$ cat config.mk
export PLATFORM = sky130hd
export DESIGN_NAME = mem_lsu_flat
export DESIGN_NICKNAME = d
export VERILOG_FILES = /design/src/rtl/mem_lsu_pkg.sv /design/src/rtl/mem_lsu_if.sv /design/src/rtl/mem_lsu_align.sv /design/src/rtl/mem_lsu.sv /design/src/flat_wrapper.sv
export SDC_FILE = /design/constraint.sdc
export NUM_CORES = 1
export LEC_CHECK = 0
export CAP_MARGIN = 20
export CORE_MARGIN = 5
export CORE_UTILIZATION = 40
export CTS_CLUSTER_DIAMETER = 60
export DETAILED_ROUTE_END_ITERATION = 8
export PLACE_DENSITY = 0.77
export SLEW_MARGIN = 20
export SYNTH_ARGS = -nofsm -noshare
export SYNTH_HDL_FRONTEND = slang
export SYNTH_HIERARCHICAL = 1
export SYNTH_SLANG_ARGS = --single-unit
$ cat constraint.sdc
create_clock -name clk -period 2.1 [get_ports clk]
set_input_delay 0.42 -clock clk [delete_from_list [all_inputs] [get_ports clk]]
set_output_delay 0.42 -clock clk [all_outputs]
set_load 0.01 [all_outputs]
$ cat src/rtl/mem_lsu_pkg.sv
// Shared widths, size encodings, FSM states and alignment helpers for the LSU.
package mem_lsu_pkg;

  localparam int XLEN   = 64;
  localparam int ADDR_W = 32;

  typedef enum logic [1:0] {
    SZ_BYTE = 2'd0,
    SZ_HALF = 2'd1,
    SZ_WORD = 2'd2,
    SZ_DBL  = 2'd3
  } size_e;

  typedef enum logic [2:0] {
    S_IDLE    = 3'd0,
    S_RD_WAIT = 3'd1,
    S_WR_REQ  = 3'd2,
    S_WR_WAIT = 3'd3,
    S_DONE    = 3'd4
  } state_e;

  // An access is misaligned when the byte offset is not a multiple of its size.
  function automatic logic lsu_misaligned(input logic [1:0] size, input logic [2:0] off);
    case (size)
      SZ_BYTE: lsu_misaligned = 1'b0;
      SZ_HALF: lsu_misaligned = off[0];
      SZ_WORD: lsu_misaligned = |off[1:0];
      default: lsu_misaligned = |off;
    endcase
  endfunction

  // Byte-enable pattern for an access of the given size at offset 0.
  function automatic logic [7:0] size_byte_mask(input logic [1:0] size);
    case (size)
      SZ_BYTE: size_byte_mask = 8'h01;
      SZ_HALF: size_byte_mask = 8'h03;
      SZ_WORD: size_byte_mask = 8'h0F;
      default: size_byte_mask = 8'hFF;
    endcase
  endfunction

endpackage

$ cat src/rtl/mem_lsu_if.sv
// Bundle of the EX, arbiter and WB signals seen by the LSU.
interface mem_lsu_if;
  import mem_lsu_pkg::*;

  logic              ex_valid_i;
  logic              ex_ready_o;
  logic              ex_is_store_i;
  logic [1:0]        ex_size_i;
  logic              ex_unsigned_i;
  logic [ADDR_W-1:0] ex_addr_i;
  logic [XLEN-1:0]   ex_wdata_i;
  logic [4:0]        ex_rd_i;

  logic [ADDR_W-1:0] mem_read_addr_o;
  logic              mem_valid_o;
  logic [7:0]        mem_rmask_o;
  logic [XLEN-1:0]   mem_rdata_i;
  logic              mem_rdata_valid_i;

  logic [ADDR_W-1:0] mem_write_addr_o;
  logic              mem_write_valid_o;
  logic [7:0]        mem_wmask_o;
  logic [XLEN-1:0]   mem_wdata_o;
  logic              mem_wdata_ready_i;

  logic              wb_valid_o;
  logic              wb_ready_i;
  logic [XLEN-1:0]   wb_rdata_o;
  logic [4:0]        wb_rd_o;
  logic              wb_misalign_o;

  // LSU side
  modport slave (
    input  ex_valid_i, ex_is_store_i, ex_size_i, ex_unsigned_i, ex_addr_i, ex_wdata_i, ex_rd_i,
    input  mem_rdata_i, mem_rdata_valid_i, mem_wdata_ready_i, wb_ready_i,
    output ex_ready_o, mem_read_addr_o, mem_valid_o, mem_rmask_o,
    output mem_write_addr_o, mem_write_valid_o, mem_wmask_o, mem_wdata_o,
    output wb_valid_o, wb_rdata_o, wb_rd_o, wb_misalign_o
  );

  // EX / arbiter / WB side
  modport master (
    output ex_valid_i, ex_is_store_i, ex_size_i, ex_unsigned_i, ex_addr_i, ex_wdata_i, ex_rd_i,
    output mem_rdata_i, mem_rdata_valid_i, mem_wdata_ready_i, wb_ready_i,
    input  ex_ready_o, mem_read_addr_o, mem_valid_o, mem_rmask_o,
    input  mem_write_addr_o, mem_write_valid_o, mem_wmask_o, mem_wdata_o,
    input  wb_valid_o, wb_rdata_o, wb_rd_o, wb_misalign_o
  );

endinterface

$ cat src/rtl/mem_lsu_align.sv
// Combinational byte-lane alignment: masks, store shift, load shift/extend, misalign.
module mem_lsu_align
  import mem_lsu_pkg::*;
(
  input  logic [1:0]      size_i,
  input  logic            unsigned_i,
  input  logic [2:0]      off_i,
  input  logic [XLEN-1:0] wdata_i,
  input  logic [XLEN-1:0] rdata_i,
  output logic [7:0]      mask_o,
  output logic [XLEN-1:0] wdata_o,
  output logic [XLEN-1:0] load_o,
  output logic            misalign_o
);

  // Truncate a right-aligned value to the access size and sign/zero extend it.
  function automatic logic [XLEN-1:0] extend_load(input logic [XLEN-1:0] v,
                                                  input logic [1:0] sz, input logic uns);
    logic signed [XLEN-1:0] r;
    case (sz)
      SZ_BYTE: r = uns ? {{(XLEN-8){1'b0}}, v[7:0]}   : {{(XLEN-8){v[7]}}, v[7:0]};
      SZ_HALF: r = uns ? {{(XLEN-16){1'b0}}, v[15:0]} : {{(XLEN-16){v[15]}}, v[15:0]};
      SZ_WORD: r = uns ? {{(XLEN-32){1'b0}}, v[31:0]} : {{(XLEN-32){v[31]}}, v[31:0]};
      default: r = v;
    endcase
    extend_load = r;
  endfunction

  logic [7:0]      bmask;
  logic [5:0]      shamt;
  logic [XLEN-1:0] wkeep;

  // Lane steering; store bytes outside the access size are zeroed before shifting.
  always_comb begin
    bmask = size_byte_mask(size_i);
    shamt = {off_i, 3'b000};
    wkeep = '0;
    for (int i = 0; i < 8; i++) begin
      wkeep[8*i +: 8] = wdata_i[8*i +: 8] & {8{bmask[i]}};
    end
    mask_o     = bmask << off_i;
    wdata_o    = wkeep << shamt;
    load_o     = extend_load(rdata_i >> shamt, size_i, unsigned_i);
    misalign_o = lsu_misaligned(size_i, off_i);
  end

endmodule

$ cat src/rtl/mem_lsu.sv
// Load/store unit: accepts one memory op from EX, runs it on the arbiter, hands result to WB.
module mem_lsu
  import mem_lsu_pkg::*;
(
  input  logic     clk,
  input  logic     rst,
  mem_lsu_if.slave lsu_io
);

  state_e            state_q, state_d;
  logic              armed_q;
  logic              is_store_q, uns_q;
  logic [1:0]        size_q;
  logic [ADDR_W-1:0] addr_q;
  logic [XLEN-1:0]   wdata_q, rdata_q;
  logic [4:0]        rd_q;

  logic [7:0]        lane_mask;
  logic [XLEN-1:0]   lane_wdata, lane_load;
  logic              lane_misal;
  logic              accept;
  logic [ADDR_W-1:0] bus_addr;

  // armed_q holds ex_ready_o low for the arbiter's idle cycle after reset release.
  assign accept   = (state_q == S_IDLE) & armed_q & lsu_io.ex_valid_i;
  assign bus_addr = {addr_q[ADDR_W-1:3], 3'b000};

  mem_lsu_align u_lsu_align (
    .size_i     (size_q),
    .unsigned_i (uns_q),
    .off_i      (addr_q[2:0]),
    .wdata_i    (wdata_q),
    .rdata_i    (lsu_io.mem_rdata_i),
    .mask_o     (lane_mask),
    .wdata_o    (lane_wdata),
    .load_o     (lane_load),
    .misalign_o (lane_misal)
  );

  // State register and post-reset arming flag.
  always_ff @(posedge clk) begin
    if (rst) begin
      state_q <= S_IDLE;
      armed_q <= 1'b0;
    end else begin
      state_q <= state_d;
      armed_q <= 1'b1;
    end
  end

  // Latch the op on acceptance and capture the aligned load result on return.
  always_ff @(posedge clk) begin
    if (rst) begin
      is_store_q <= 1'b0;
      uns_q      <= 1'b0;
      size_q     <= 2'd0;
      addr_q     <= '0;
      wdata_q    <= '0;
      rd_q       <= '0;
      rdata_q    <= '0;
    end else if (accept) begin
      is_store_q <= lsu_io.ex_is_store_i;
      uns_q      <= lsu_io.ex_unsigned_i;
      size_q     <= lsu_io.ex_size_i;
      addr_q     <= lsu_io.ex_addr_i;
      wdata_q    <= lsu_io.ex_wdata_i;
      rd_q       <= lsu_io.ex_rd_i;
      rdata_q    <= '0;
    end else if ((state_q == S_RD_WAIT) && lsu_io.mem_rdata_valid_i && !is_store_q) begin
      rdata_q <= lane_load;
    end
  end

  // Next-state and state-decoded outputs; everything idles at zero.
  always_comb begin
    state_d                  = state_q;
    lsu_io.ex_ready_o        = 1'b0;
    lsu_io.mem_valid_o       = 1'b0;
    lsu_io.mem_read_addr_o   = '0;
    lsu_io.mem_rmask_o       = '0;
    lsu_io.mem_write_valid_o = 1'b0;
    lsu_io.mem_write_addr_o  = '0;
    lsu_io.mem_wmask_o       = '0;
    lsu_io.mem_wdata_o       = '0;
    lsu_io.wb_valid_o        = 1'b0;
    lsu_io.wb_rdata_o        = '0;
    lsu_io.wb_rd_o           = '0;
    lsu_io.wb_misalign_o     = 1'b0;
    case (state_q)
      S_IDLE: begin
        lsu_io.ex_ready_o = armed_q;
        if (accept) begin
          if (lsu_misaligned(lsu_io.ex_size_i, lsu_io.ex_addr_i[2:0])) state_d = S_DONE;
          else if (lsu_io.ex_is_store_i)                                state_d = S_WR_REQ;
          else                                                          state_d = S_RD_WAIT;
        end
      end
      S_RD_WAIT: begin
        lsu_io.mem_valid_o     = 1'b1;
        lsu_io.mem_read_addr_o = bus_addr;
        lsu_io.mem_rmask_o     = lane_mask;
        if (lsu_io.mem_rdata_valid_i) state_d = S_DONE;
      end
      S_WR_REQ: begin
        lsu_io.mem_write_valid_o = 1'b1;
        lsu_io.mem_write_addr_o  = bus_addr;
        lsu_io.mem_wmask_o       = lane_mask;
        lsu_io.mem_wdata_o       = lane_wdata;
        state_d                  = S_WR_WAIT;
      end
      S_WR_WAIT: begin
        lsu_io.mem_write_addr_o = bus_addr;
        lsu_io.mem_wmask_o      = lane_mask;
        lsu_io.mem_wdata_o      = lane_wdata;
        if (lsu_io.mem_wdata_ready_i) state_d = S_DONE;
      end
      S_DONE: begin
        lsu_io.wb_valid_o    = 1'b1;
        lsu_io.wb_rdata_o    = rdata_q;
        lsu_io.wb_rd_o       = rd_q;
        lsu_io.wb_misalign_o = lane_misal;
        if (lsu_io.wb_ready_i) state_d = S_IDLE;
      end
      default: state_d = S_IDLE;
    endcase
  end

endmodule

$ cat src/flat_wrapper.sv
// flat-port wrapper written by rule: the top's interface ports become plain ports
module mem_lsu_flat import mem_lsu_pkg::*;
  (clk, rst, lsu_io_ex_valid_i, lsu_io_ex_is_store_i, lsu_io_ex_size_i, lsu_io_ex_unsigned_i, lsu_io_ex_addr_i, lsu_io_ex_wdata_i, lsu_io_ex_rd_i, lsu_io_mem_rdata_i, lsu_io_mem_rdata_valid_i, lsu_io_mem_wdata_ready_i, lsu_io_wb_ready_i, lsu_io_ex_ready_o, lsu_io_mem_read_addr_o, lsu_io_mem_valid_o, lsu_io_mem_rmask_o, lsu_io_mem_write_addr_o, lsu_io_mem_write_valid_o, lsu_io_mem_wmask_o, lsu_io_mem_wdata_o, lsu_io_wb_valid_o, lsu_io_wb_rdata_o, lsu_io_wb_rd_o, lsu_io_wb_misalign_o);
  mem_lsu_if lsu_io_i ();
  input  logic clk;
  input  logic rst;
  input wire logic [$bits(lsu_io_i.ex_valid_i)-1:0] lsu_io_ex_valid_i;
  input wire logic [$bits(lsu_io_i.ex_is_store_i)-1:0] lsu_io_ex_is_store_i;
  input wire logic [$bits(lsu_io_i.ex_size_i)-1:0] lsu_io_ex_size_i;
  input wire logic [$bits(lsu_io_i.ex_unsigned_i)-1:0] lsu_io_ex_unsigned_i;
  input wire logic [$bits(lsu_io_i.ex_addr_i)-1:0] lsu_io_ex_addr_i;
  input wire logic [$bits(lsu_io_i.ex_wdata_i)-1:0] lsu_io_ex_wdata_i;
  input wire logic [$bits(lsu_io_i.ex_rd_i)-1:0] lsu_io_ex_rd_i;
  input wire logic [$bits(lsu_io_i.mem_rdata_i)-1:0] lsu_io_mem_rdata_i;
  input wire logic [$bits(lsu_io_i.mem_rdata_valid_i)-1:0] lsu_io_mem_rdata_valid_i;
  input wire logic [$bits(lsu_io_i.mem_wdata_ready_i)-1:0] lsu_io_mem_wdata_ready_i;
  input wire logic [$bits(lsu_io_i.wb_ready_i)-1:0] lsu_io_wb_ready_i;
  output wire logic [$bits(lsu_io_i.ex_ready_o)-1:0] lsu_io_ex_ready_o;
  output wire logic [$bits(lsu_io_i.mem_read_addr_o)-1:0] lsu_io_mem_read_addr_o;
  output wire logic [$bits(lsu_io_i.mem_valid_o)-1:0] lsu_io_mem_valid_o;
  output wire logic [$bits(lsu_io_i.mem_rmask_o)-1:0] lsu_io_mem_rmask_o;
  output wire logic [$bits(lsu_io_i.mem_write_addr_o)-1:0] lsu_io_mem_write_addr_o;
  output wire logic [$bits(lsu_io_i.mem_write_valid_o)-1:0] lsu_io_mem_write_valid_o;
  output wire logic [$bits(lsu_io_i.mem_wmask_o)-1:0] lsu_io_mem_wmask_o;
  output wire logic [$bits(lsu_io_i.mem_wdata_o)-1:0] lsu_io_mem_wdata_o;
  output wire logic [$bits(lsu_io_i.wb_valid_o)-1:0] lsu_io_wb_valid_o;
  output wire logic [$bits(lsu_io_i.wb_rdata_o)-1:0] lsu_io_wb_rdata_o;
  output wire logic [$bits(lsu_io_i.wb_rd_o)-1:0] lsu_io_wb_rd_o;
  output wire logic [$bits(lsu_io_i.wb_misalign_o)-1:0] lsu_io_wb_misalign_o;
  assign lsu_io_i.ex_valid_i = lsu_io_ex_valid_i;
  assign lsu_io_i.ex_is_store_i = lsu_io_ex_is_store_i;
  assign lsu_io_i.ex_size_i = lsu_io_ex_size_i;
  assign lsu_io_i.ex_unsigned_i = lsu_io_ex_unsigned_i;
  assign lsu_io_i.ex_addr_i = lsu_io_ex_addr_i;
  assign lsu_io_i.ex_wdata_i = lsu_io_ex_wdata_i;
  assign lsu_io_i.ex_rd_i = lsu_io_ex_rd_i;
  assign lsu_io_i.mem_rdata_i = lsu_io_mem_rdata_i;
  assign lsu_io_i.mem_rdata_valid_i = lsu_io_mem_rdata_valid_i;
  assign lsu_io_i.mem_wdata_ready_i = lsu_io_mem_wdata_ready_i;
  assign lsu_io_i.wb_ready_i = lsu_io_wb_ready_i;
  assign lsu_io_ex_ready_o = lsu_io_i.ex_ready_o;
  assign lsu_io_mem_read_addr_o = lsu_io_i.mem_read_addr_o;
  assign lsu_io_mem_valid_o = lsu_io_i.mem_valid_o;
  assign lsu_io_mem_rmask_o = lsu_io_i.mem_rmask_o;
  assign lsu_io_mem_write_addr_o = lsu_io_i.mem_write_addr_o;
  assign lsu_io_mem_write_valid_o = lsu_io_i.mem_write_valid_o;
  assign lsu_io_mem_wmask_o = lsu_io_i.mem_wmask_o;
  assign lsu_io_mem_wdata_o = lsu_io_i.mem_wdata_o;
  assign lsu_io_wb_valid_o = lsu_io_i.wb_valid_o;
  assign lsu_io_wb_rdata_o = lsu_io_i.wb_rdata_o;
  assign lsu_io_wb_rd_o = lsu_io_i.wb_rd_o;
  assign lsu_io_wb_misalign_o = lsu_io_i.wb_misalign_o;
  mem_lsu u_core (.clk(clk), .rst(rst), .lsu_io(lsu_io_i));
endmodule
==> run_results.csv, run 1 <==
group,metric,value,unit
setup_path,crit_required,1.68,ns
pwr,pwr-share-comb,0.330,
sta,setup_ws,-0.626,ns
yosys,synthFlopType,"dfxtp_1",
outcome,status,"complete, but fails checks",
worst_hold_path,hp-class,"in -> reg",
placed_design,place_hpwl,36500,um
route,vias_per_cell,5.99,
yosys,yosys.area.top_type_share,0.286,
cells_and_area,layout-drive-gt1-share,0.388,
yosys,yosysSeqAreaShare,0.286,
setup_path,cp-end-kind,"primary output",
cts,clk_latency,0.45,ns
floorplanning,die_w,184,um
job,drv_cap,0,
yosys,synth_edf_count,0,
yosys,netlist_top_cells_count,"392 x nand2_1, 224 x and2_1, 214 x a21oi_1",
route,drt-pass1-iter-count,6,
pwr,swShare,0.331,
setup_path,worstSetupStartpointType,"register",
yosys,netlist_instances,1624,
yosys,async_flop_share,0,
route,drc,0,
global_route,antenna_found_initial,3,
cells_and_area,areaGrowthSynthToFinish,70.8,%
floorplanning,die_h,184,um
sta,whs,0.280,ns
cts,cts_hold_buf,0,
sta,fin_skew,0.0215,ns
sta,drv_slew,0,
pwr,clkPwrFrac,0.319,
cells_and_area,seq_area,0.00349,mm^2
global_route,grt_first_pass_wirelength,84000,um
sta,hold_viol_final,0,
placed_design,port-buffer-count,386,
pwr,p_seq_frac,0.352,
placed_design,gp_congestion,1.01,
cts,htreeDepth,4,
global_route,grt_pass1_vias,14700,
sta,fin_crit_sh,1.30,
sta,fmax,367,MHz
floorplanning,start_util,0.407,
yosys,yosysMostFrequentCell,"nand2_1",
route,wirelength,62200,um
floorplanning,rows,63,
cts,cts_buffer_depth,2,
cts,cts_root_buffer,"clkbuf_16",
sta,fin_crit,2.73,ns
route,via_count,15500,
yosys,yosys_warnings,6,
sta,rsz0062_at_grt,"yes",
cts,clkTransAtPathRegs,0.08,ns
yosys,syn-cell-area,0.0121,mm^2
pwr,power,10.2,mW
floorplanning,core_area,0.0297,mm^2
sta,worst_pin_slew,0.732,ns
setup_path,crit_type,"reg -> out",
yosys,synth.distinct_cells,63,
yosys,yosys_register_bits,173,
cells_and_area,fin_nets,2358,
cells_and_area,multi_input_area,0.00897,mm^2
pwr,p_int,6.83,mW
route,drt_iter0_drc,1870,
floorplanning,ios,393,
cts,tritoncts,"done",
global_route,grt_max_degree,86,
pwr,max-vdd-ir-drop,0.473,mV
pwr,leakage,8.66,nW
yosys,avgSynthCellArea,7.45,um^2
sta,tns,-51.95,ns
global_route,track_usage,0.313,
floorplanning,die_area,0.0338,mm^2
route,wire_per_inst,24.0,um
yosys,synth_area_leaders,"dfxtp_1 29%, nand2_1 12%, and2_1 12%",
sta,maxSlewHeadroom,0.509,
setup_path,worst-path-max-fanout,5,
cts,numCtsBuffers,17,
pwr,power_density,494,mW/mm^2
route,antenna_left,0,
setup_path,arrival,2.31,ns
cts,clock-sinks,173,
outcome,violations,"setup timing",
sta,setup_viol,216,
yosys,yosys.area.top_type,"dfxtp_1",
pwr,p_switching,3.37,mW
global_route,overflow,0,
cells_and_area,fill_cells,2170,
## layer usage
| layer | up-vias | GRT usage | wire length, um |
|---|---|---|---|
| met2 | 1203 | 0.532 | 29000 |
| met4 | 4 | 0.157 | 4670 |
| met3 | 353 | 0.0671 | 6160 |
| met5 | - | 0 | 27 |
| met1 | 7277 | 0.374 | 22300 |
| li1 | 6672 | - | - |
## cells by family (layout without fill, tap and decap cells)
group	after synthesis	count (layout)	synth area share
mux	131	131	0.128
buf+inv	172	738	0.0875
simple gates	792	792	0.319
compound gates	355	355	0.179
flops	173	173	0.286
other cells	1	8	0.000310
## through the flow
stage / std cells / util / area, um^2 / worst slack (ns)
4_1_cts: 2553 / 0.648 / 19300 / -0.573
6_report: 2587 / 0.695 / 20700 / -0.626
3_3_place_gp: 2412 / 0.577 / 17100 / -0.476
2_1_floorplan: 1629 / - / 12100 / 0.101
5_1_grt: 2586 / 0.695 / 20700 / -0.652
3_5_place_dp: 2412 / 0.577 / 17100 / -0.502
## worst paths after layout
path                                          endpoint  slack [ns]  depth (start not counted)              from
worst max-delay path            lsu_io_mem_wdata_o[61]       -0.63                         10  u_core/addr_q[0]
worst max register to register      u_core/rdata_q[16]       -0.32                         12  u_core/addr_q[0]
worst min register to register          u_core/rd_q[1]        0.45                          2    u_core/rd_q[1]
worst min-delay path                 u_core/addr_q[13]        0.28                          2               rst
## registers in the layout, indices dropped and copies added (netlist names)
register           flops
u_core/state_q         3
u_core/rd_q            5
u_core/armed_q         1
u_core/is_store_q      1
u_core/uns_q           1
u_core/size_q          2
u_core/addr_q         32
u_core/wdata_q        64
u_core/rdata_q        64
## worst max-delay path: stages, from the launching register on
cell and delay [ns]:
dfxtp_4 0.38, buf_6 0.13, buf_12 0.13, buf_8 0.12, mux2i_4 0.19, nor3_4 0.22, a21oi_4 0.05, buf_4 0.14
a21oi_1 0.20, and2_1 0.17, buf_2 0.13
## layout make-up
type	count	area share
Antenna cell	2	0.000242
Clock inverter	11	0.00527
Sequential cell	173	0.169
Multi-Input combinational cell	1284	0.434
Inverter	3	0.000787
Timing Repair Buffer	704	0.345
Clock buffer	20	0.0221
Tap cell	390	0.0236
## layout by cell type (no fill, tap or decap), types with 33 or more instances in the layout
cell and count:
nand2_1 383, buf_4 193, clkdlybuf4s50_1 174, and2_1 166
dfxtp_1 165, a21oi_1 155, buf_6 105, buf_2 92
mux2i_1 61, and2_4 58, a21oi_2 53, buf_12 43
dlymetal6s2s_1 33
## power by group through the flow
stage / Sequential (mW) / Clock (mW) / Combinational, mW
finish: 3.59 / 3.25 / 3.36
global route: 3.59 / 3.40 / 3.50
CTS: 3.56 / 3.25 / 2.86
detailed placement: 3.63 / 0 / 2.34
global placement: 3.62 / 0 / 2.31
floorplan: 3.56 / 0 / 1.33
## what timing repair did
action                     4_1_cts  5_1_grt
gates cloned                    14       15
resized for setup              865      358
setup endpoints to repair      273      276
pin swaps                       73       89
setup buffers                  100       33
(Power assumes the default switching activity.)
==> run 2, diff against run 1 <==
- PLACE_DENSITY: 0.77 -> 0.78
- SYNTH_HIERARCHICAL: 1 -> not set
==> run 2 against run 1 <==
Sequential power rose by 16%. Wire length shrank 5.7%. Global-route usage grew 1.7 points. Clock skew down 0.0060 ns. Critical path depth down 2. Count of clock-buffer cells in the layout shrank 2. Clock power increased by 3%. Area after synthesis fell by 7.8%. Highest routed layer is now met4. The run still ends with setup timing left. Largest cell class unchanged.
==> run_results.csv, run 2 <==
group,metric,value,unit
cells_and_area,multi_input_area,0.00854,mm^2
sta,worst_pin_slew,0.577,ns
global_route,grt_pass1_vias,13900,
setup_path,r2r_end,"u_core.rdata_q[37]",
cts,clk_latency,0.44,ns
yosys,yosys.area.top_type,"dfxtp_1",
yosys,async_flop_share,0,
yosys,yosysMostFrequentCell,"nand2_1",
job,drv_cap,0,
global_route,grt_max_degree,79,
yosys,synthFlopType,"dfxtp_1",
cells_and_area,fill_cells,1959,
setup_path,worst-path-max-fanout,6,
route,vias_per_cell,5.89,
cells_and_area,final_common_cell,"nand2_1",
yosys,synth.distinct_cells,52,
cts,tritoncts,"done",
setup_path,r2r_start,"u_core.addr_q[0]",
outcome,status,"complete, but fails checks",
cts,cts_root_buffer,"clkbuf_16",
global_route,track_usage,0.330,
worst_hold_path,hold_start,"u_core.rd_q[4]",
setup_path,crit_required,1.68,ns
worst_hold_path,hp-class,"reg -> reg",
setup_path,crit_type,"reg -> out",
sta,setup_ws,-0.512,ns
setup_path,cp-end-kind,"primary output",
floorplanning,die_h,177,um
cts,cts_buffer_depth,2,
global_route,overflow,0,
sta,hold_viol_final,0,
sta,fin_skew,0.0155,ns
pwr,max-vdd-ir-drop,0.598,mV
yosys,syn-cell-area,0.0112,mm^2
placed_design,dp_cells,2277,
yosys,synthMuxAreaShare,0.127,
worst_hold_path,min_path_cells,2,
floorplanning,die_w,177,um
floorplanning,start_util,0.404,
outcome,violations,"setup timing",
yosys,yosys_register_bits,173,
cts,numCtsBuffers,17,
setup_path,r2r_slack,-0.39,ns
route,via_count,14300,
cells_and_area,seq_area,0.00349,mm^2
yosys,avgSynthCellArea,7.55,um^2
sta,maxSlewHeadroom,0.611,
cells_and_area,areaGrowthSynthToFinish,81.5,%
yosys,synth-simple-area-share,0.255,
cells_and_area,final_cell_mix,"259 x nand2_1, 193 x buf_6, 173 x clkdlybuf4s50_1, 165 x dfxtp_1, 164 x buf_4",
cells_and_area,reg.largest.list,"u_core.rdata_q x64, u_core.wdata_q x64, u_core.addr_q x32",
yosys,synth_edf_count,0,
global_route,antenna_found_initial,1,
worst_hold_path,hold_end,"u_core.rd_q[4]",
cells_and_area,layout-drive-gt1-share,0.457,
pwr,power_density,827,mW/mm^2
route,wirelength,58700,um
route,drt_iter0_drc,1607,
yosys,synth-compound-area-share,0.240,
sta,rsz0062_at_grt,"yes",
setup_path,worstRegToRegCells,10,
sta,setup_viol,244,
yosys,yosys.area_share.adder,0,
sta,fin_crit_sh,1.24,
placed_design,gp_congestion,0.981,
yosys,yosysSeqAreaShare,0.310,
cells_and_area,fin_nets,2218,
route,drt-pass1-iter-count,6,
sta,fin_crit,2.61,ns
placed_design,port-buffer-count,386,
global_route,grt_first_pass_wirelength,81100,um
yosys,netlist_instances,1477,
route,antenna_left,0,
sta,drv_slew,0,
floorplanning,core_area,0.0276,mm^2
yosys,synth_area_leaders,"dfxtp_1 31%, nand2_1 9.0%, mux2i_1 7.6%",
cells_and_area,final_area,0.0203,mm^2
cts,clock-sinks,173,
yosys,yosys_warnings,0,
cells_and_area,layoutNonFillerInstCount,2435,
sta,fmax,383,MHz
yosys,synth_xor_xnor_area_share,0,
floorplanning,rows,61,
floorplanning,die_area,0.0313,mm^2
route,drc,0,
route,wire_per_inst,24.1,um
placed_design,place_hpwl,37000,um
yosys,synth_top_family_by_area,"simple AND/OR/NAND/NOR gates",
placed_design,place_area,0.0166,mm^2
setup_path,worstSetupStartpointType,"register",
yosys,yosys.area.top_type_share,0.310,
setup_path,arrival,2.19,ns
cts,cts_hold_buf,0,
cts,htreeDepth,4,
cts,clkTransAtPathRegs,0.07,ns
pwr,leakage,7.85,nW
yosys,netlist_top_cells_count,"267 x nand2_1, 173 x dfxtp_1, 142 x a21oi_1",
floorplanning,ios,393,
==> run 2: worst max-delay path: stages, from the launching register on <==
cell,delay [ns]
dfxtp_4,0.39
buf_12,0.14
buf_12,0.12
mux2_4,0.31
a22oi_2,0.28
nor2_2,0.09
a21oi_4,0.18
a211oi_2,0.09
buf_2,0.16
==> run 2: cell type report <==
class                   instances  area share
diodes                          1    0.000124
clock inverters                14     0.00778
flip-flops and latches        173       0.172
multi-input cells            1146       0.422
clock buffers                  18      0.0212
inverters                       9     0.00198
well taps                     378      0.0233
repair buffers                696       0.352
==> run 2: stage by stage <==
step                      worst slack (ns)   util  setup TNS, ns  hold slack [ns]  power [mW]
after floorplan                   0.000127      -              0            0.432        7.01
after global routing                -0.555  0.733         -72.26            0.485        17.3
after CTS                           -0.458  0.679         -53.41            0.462        15.2
after detailed placement            -0.441  0.600         -36.51            0.452        9.58
final                               -0.512  0.733         -59.05            0.457        16.8
after global placement              -0.440  0.600         -34.70            0.438        9.46
==> run 2: repair_timing <==
action                     in CTS  in global routing
setup endpoints to repair     267                269
gates cloned                   20                 11
pin swaps                     115                 84
buffers inserted               82                 48
gates resized for setup      1126                367
==> run 2: cells by family (layout without fill, tap and decap cells) <==
logic type,count (synthesis),in the layout
flip-flops,173,173
AO/OA/AOI/OAI,409,409
buffers and inverters,163,737
other,1,7
multiplexers,120,120
AND/OR/NAND/NOR,611,611
==> run 2: layer usage <==
layer  vias up  wire [um]  track usage
met2       971      28300        0.572
met3       239       4790       0.0528
met5         -          0            0
li1       6307          -            -
met4         0       3530        0.145
met1      6823      22100        0.405
==> run 2: power breakdown <==
| part | total [mW] | switching, mW | internal (mW) | leakage [nW] |
|---|---|---|---|---|
| Clock | 3.35 | 1.57 | 1.78 | 0.278 |
| Sequential | 4.15 | 0.413 | 3.74 | 1.41 |
| Combinational | 9.25 | 4.67 | 4.57 | 6.16 |
==> run 2: how the worst max path moves through the flow <==
stage / startpoint / to / cells after the start / slack [ns]
after floorplan: u_core.addr_q[0] / lsu_io_mem_wdata_o[33] / 6 / 0.0001
after global placement: u_core.size_q[0] / lsu_io_mem_wdata_o[61] / 7 / -0.44
after detailed placement: u_core.size_q[0] / lsu_io_mem_wdata_o[61] / 7 / -0.44
after CTS: u_core.addr_q[0] / lsu_io_mem_wdata_o[55] / 8 / -0.46
final: u_core.addr_q[0] / lsu_io_mem_wdata_o[55] / 8 / -0.51
after global routing: u_core.addr_q[0] / lsu_io_mem_wdata_o[55] / 8 / -0.55
